## src/rtl/inst_fetch_queue_pkg.sv

```systemverilog
// rtl/inst_fetch_queue_pkg.sv - shared constants and entry type for the fetch/decode queue
package inst_fetch_queue_pkg;

    localparam logic [31:0] NOP_INST  = 32'h0000_0000;
    localparam int          IFQ_DEPTH = 4;

    typedef struct packed {
        logic        adel;
        logic [31:0] pc;
        logic [31:0] instr;
    } ifqEntry_t;

    // An address-error entry must never reach the decoder as a real opcode.
    function automatic logic [31:0] decodeWord(input ifqEntry_t e);
        return e.adel ? NOP_INST : e.instr;
    endfunction

endpackage

```

## src/rtl/inst_fetch_queue.sv

```systemverilog
// rtl/inst_fetch_queue.sv - decoupling FIFO between fetch and decode, NOP on empty, flush on redirect
module inst_fetch_queue
    import inst_fetch_queue_pkg::*;
#(
    parameter  int DEPTH = IFQ_DEPTH,
    localparam int PTR_W = $clog2(DEPTH)
) (
    input  logic             clk,
    input  logic             rst,
    input  logic             flushD,
    input  logic             stallD,
    input  logic             if_valid,
    output logic             if_ready,
    input  logic [31:0]      if_instr,
    input  logic [31:0]      if_pc,
    input  logic             if_adel,
    output logic             validD,
    output logic [31:0]      instrD,
    output logic [31:0]      pcD,
    output logic             adelD,
    output logic [PTR_W:0]   countD
);

    localparam logic [PTR_W:0] FULL_COUNT = (PTR_W + 1)'(DEPTH);

    ifqEntry_t        mem [DEPTH];
    logic [PTR_W-1:0] wrPtr;
    logic [PTR_W-1:0] rdPtr;
    logic [PTR_W:0]   count;
    logic             push;
    logic             pop;
    ifqEntry_t        head;

    // Ready depends only on occupancy and flush, so stallD never reaches the fetch side.
    assign if_ready = (count != FULL_COUNT) && !flushD;
    assign validD   = (count != '0);
    assign push     = if_valid && if_ready;
    assign pop      = validD && !stallD;
    assign head     = mem[rdPtr];

    always_comb begin
        instrD = NOP_INST;
        pcD    = 32'h0;
        adelD  = 1'b0;
        if (validD) begin
            instrD = decodeWord(head);
            pcD    = head.pc;
            adelD  = head.adel;
        end
    end

    assign countD = count;

    always_ff @(posedge clk) begin
        if (push) begin
            mem[wrPtr] <= '{adel: if_adel, pc: if_pc, instr: if_instr};
        end
    end

    always_ff @(posedge clk) begin
        if (rst || flushD) begin
            wrPtr <= '0;
            rdPtr <= '0;
            count <= '0;
        end else begin
            if (push) begin
                wrPtr <= wrPtr + PTR_W'(1);
            end
            if (pop) begin
                rdPtr <= rdPtr + PTR_W'(1);
            end
            case ({push, pop})
                2'b10:   count <= count + (PTR_W + 1)'(1);
                2'b01:   count <= count - (PTR_W + 1)'(1);
                default: count <= count;
            endcase
        end
    end

endmodule

```

## config.mk

```make
export PLATFORM = sky130hd
export DESIGN_NAME = inst_fetch_queue
export DESIGN_NICKNAME = d
export VERILOG_FILES = /design/src/rtl/inst_fetch_queue_pkg.sv /design/src/rtl/inst_fetch_queue.sv
export SDC_FILE = /design/constraint.sdc
export NUM_CORES = 1
export LEC_CHECK = 0
export BUFFER_PORTS_ARGS = -buffer_cell sky130_fd_sc_hd__buf_2
export CORE_UTILIZATION = 45
export CTS_CLUSTER_DIAMETER = 40
export DETAILED_ROUTE_END_ITERATION = 16
export GPL_TIMING_DRIVEN = 0
export SYNTH_ARGS = -nofsm -noshare
export SYNTH_HDL_FRONTEND = slang
export SYNTH_SLANG_ARGS = --single-unit
```

## constraint.sdc

```tcl
create_clock -name clk -period 8.3 [get_ports clk]
set_input_delay 0.83 -clock clk [delete_from_list [all_inputs] [get_ports clk]]
set_output_delay 0.83 -clock clk [all_outputs]
set_load 0.05 [all_outputs]
```

==> summary.txt <==
Status
  – Outcome: complete, no violations

Power and ir drop
  – Static leakage: 4.517 nW
  – Pint: 2.460 mW
  – Clock network power share: 47.0%
  – Tot Pwr: 3.136 mW
  – Switching fraction of total power: 21.55%
  – Sw Pwr: 0.6756 mW
  – Sequential power share: 48.3%
  – Comb power frac: 4.7%
  – Pwr/cell area: 235.6 nW/um^2
  – Worst VDD drop: 0.0001611 V

Detailed routing
  – WL per Instance: 20.01 um
  – Via count: 5577
  – Via/cell ratio: 5.183
  – DR DRC count: 0
  – Total wire length: 21530 um
  – Detailed-router iteration count before antenna repair: 4
  – Iter 0 DRT Violations: 252
  – Routed Antenna Nets: 0

Critical path
  – Crit path depth: 6
  – Crit path buffers/inverters: 3
  – Critical Path Source: countD[1]
  – Crit path capture: instrD[9]
  – Worst Path Max Fanout: 10
  – Worst EP required: 7.47 ns
  – Slowest-stage cell, CP: nor3_2
  – FF-to-FF setup slack: 5.76 ns
  – Worst Setup End Kind: output port
  – CP peak stage delay: 0.49 ns
  – Top delay family on crit path: buffers and inverters
  – CP cell instances: nor3_2 > inv_2 > nand2_4 > buf_6 > o32ai_2 > buf_2
  – CP startpoint kind: register
  – End of the worst register-to-register path: countD[2]
  – WP data arrival: 2.31 ns
  – RR Startpoint: countD[2]
  – CP Class: register to output port
  – Worst r2r path cells: 10

Clocking
  – # clock sinks: 269
  – Skew-Pair Late Insertion Delay: 0.50 ns
  – CTS Buf Count: 37
  – Clk buf depth: 3
  – Root buffer cell: clkbuf_16
  – H-tree lvl count: 2
  – Clock transition at path regs: 0.06 ns
  – Hold-fix buffers, CTS: 0
  – CTS tree: yes
  – Post-CTS setup repair buffer count: 0
  – Post-cts resize count: 0

Finish
  – Multi-input gate area: 2625 um^2
  – Layout cell share with drive strength beyond 1: 44.77%
  – Fillers: 1849
  – Layout Nets: 805
  – Fin cells: 1076
  – FF+latch area: 7988 um^2
  – Area delta synth->final: 21.96%

Global routing
  – M2 GR Usage: 31.24%
  – Initial antenna violation count: 2
  – M3 GR Usage: 3.832%
  – Vias in the first global route: 5864
  – Grt met1 use: 21.69%
  – First-pass GRT wire length: 32780 um
  – Total Routing Usage GR: 17.84%
  – Remaining global-route overflow: 0
  – Grt peak-use layer: met2
  – Pin count of the biggest net entering global routing: 54

Floorplan
  – # rows: 56
  – Io pins: 140
  – CORE AREA: 23610 um^2
  – Starting Density: 46.21%
  – Die area: 24880 um^2
  – Chip height: 157.7 um
  – Die X: 157.7 um

Logic synthesis
  – Avg Cell Area, Syn: 19.95 um^2
  – Seq cells post-synth: 269
  – Seq/Total Area, Yosys: 73.20%
  – Distinct cells, synth: 38
  – Yosys Warn Count: 0
  – Cells after synthesis: 547
  – Post-Synthesis Cell Area: 10910 um^2
  – Syn Nets: 623

Flow run
  – Max Cap Violations: 0

Placed design
  – DP Cell Count: 1009
  – Dpl ws: 5.497 ns
  – # port buffers: 139
  – Hpwl dp: 13150 um
  – GP Congestion: 0.7114

STA
  – Final Hold Viols: 0
  – Final worst-path cycle share: 37.78%
  – Setup-failing EPs final: 0
  – Min Hold Slack: 0.5023 ns
  – Slew margin rel.: 61.58%
  – Period minus WS final: 3.136 ns
  – Setup TNS: 0 ns
  – Setup Skew: 0.01522 ns
  – Peak Freq: 318.9 MHz
  – PnR worst setup slack: 5.164 ns
  – RSZ-0062 raised after global routing: no
  – Fin. max-slew vios: 0
  – Measured slew at the worst slew-check pin: 0.5763 ns

Hold path
  – Min-Delay Path Class: register to register
  – Hold path startpoint: rdPtr[1]
  – Hold path depth: 2
-- synthesized netlist by cell type, drive strengths merged --
cell	instances	area [um^2]
nand2	34	142.6
nor2	6	22.52
and2	33	209.0
a21oi	6	30.03
clkbuf	4	15.01
mux4	32	735.7
nand2b	1	6.260
or3b	1	8.760
inv	7	26.27
xor2	2	17.52
nand4	1	6.260
o32ai	32	505.5
or3	3	20.02
o21ai	3	15.01
buf	29	277.8
a21o	1	7.510
fa	1	20.02
nor2b	2	12.51
nand3	1	5.000
ha	5	62.56
and3	4	25.02
nor3	1	10.01
edfxtp	260	7807
mux2i	34	352.8
mux2	33	371.6
o31ai	1	12.51
or2	1	6.260
dfxtp	9	180.2
-- tightest hold or removal path, stage by stage, from the launching register on --
cell	delay (ns)
dfxtp_1	0.31
o21ai_0	0.06
a21oi_1	0.07
-- power groups by stage --
stage / Sequential (mW) / Clock, mW / Combinational, mW
6_report: 1.51 / 1.47 / 0.146
5_1_grt: 1.52 / 1.56 / 0.158
4_1_cts: 1.52 / 1.51 / 0.149
3_5_place_dp: 1.54 / 0 / 0.149
3_3_place_gp: 1.54 / 0 / 0.142
2_1_floorplan: 1.54 / 0 / 0.0903
-- sequential cells by signal, summed over array words and instances, names as in the netlist, named ones only --
name    flops
countD      3
wrPtr       2
mem       260
rdPtr       2
-- placed cells by master, fill, tap and decap left out, drive strengths merged, types with 3 or more instances in the layout --
cell      Yosys  routed
nand2        34      34
a21oi         6       6
o32ai        32      32
buf          29     172
inv           7      13
edfxtp      260     260
mux2         33      33
clkinv        0      11
o21ai         3       3
and2         33      33
dfxtp         9       9
or3           3       3
ha            5       5
mux2i        34      34
and3          4       4
clkbuf        4      45
nor2          6       6
mux4         32      32
clkinvlp      0       5
-- layout make-up --
type	instances	area share, %
sequential	269	60.02
multi-input combinational	238	19.73
clock buffer	41	7.146
timing repair buffer	143	5.998
tap	319	2.999
buffer	33	2.200
clock inverter	24	1.674
inverter	7	0.1974
antenna	2	0.03761
-- cell families after synthesis --
| kind of cell | synth area share (%) |
|---|---|
| flip-flops | 73.20 |
| multiplexers | 13.38 |
| AND/OR/NAND/NOR | 4.346 |
| AO/OA/AOI/OAI | 5.229 |
| buffers and inverters | 2.924 |
| adder cells (fa/ha/maj) | 0.7568 |
| XOR/XNOR | 0.1606 |
-- worst min path at each step --
stage	endpoint
after floorplan	register
after global placement	rdPtr[1]
after detailed placement	rdPtr[1]
after CTS	rdPtr[1]
after global routing	mem[1][7]
final	rdPtr[1]
-- stage by stage --
step | utilization (%) | area, um^2
2_1_floorplan | - | 10910
3_3_place_gp | 50.85 | 12010
3_5_place_dp | 51.37 | 12130
4_1_cts | 56.34 | 13300
5_1_grt | 56.35 | 13310
6_report | 56.36 | 13310
-- routing by layer --
layer	wire length, um	part of all wire, %	up-vias
li1	-	-	2575
met1	8749	41	2826
met2	11150	52	135
met3	1085	5.0	41
met4	550	2.6	0
met5	0	0	-
Power figures use the tool's default switching activity.
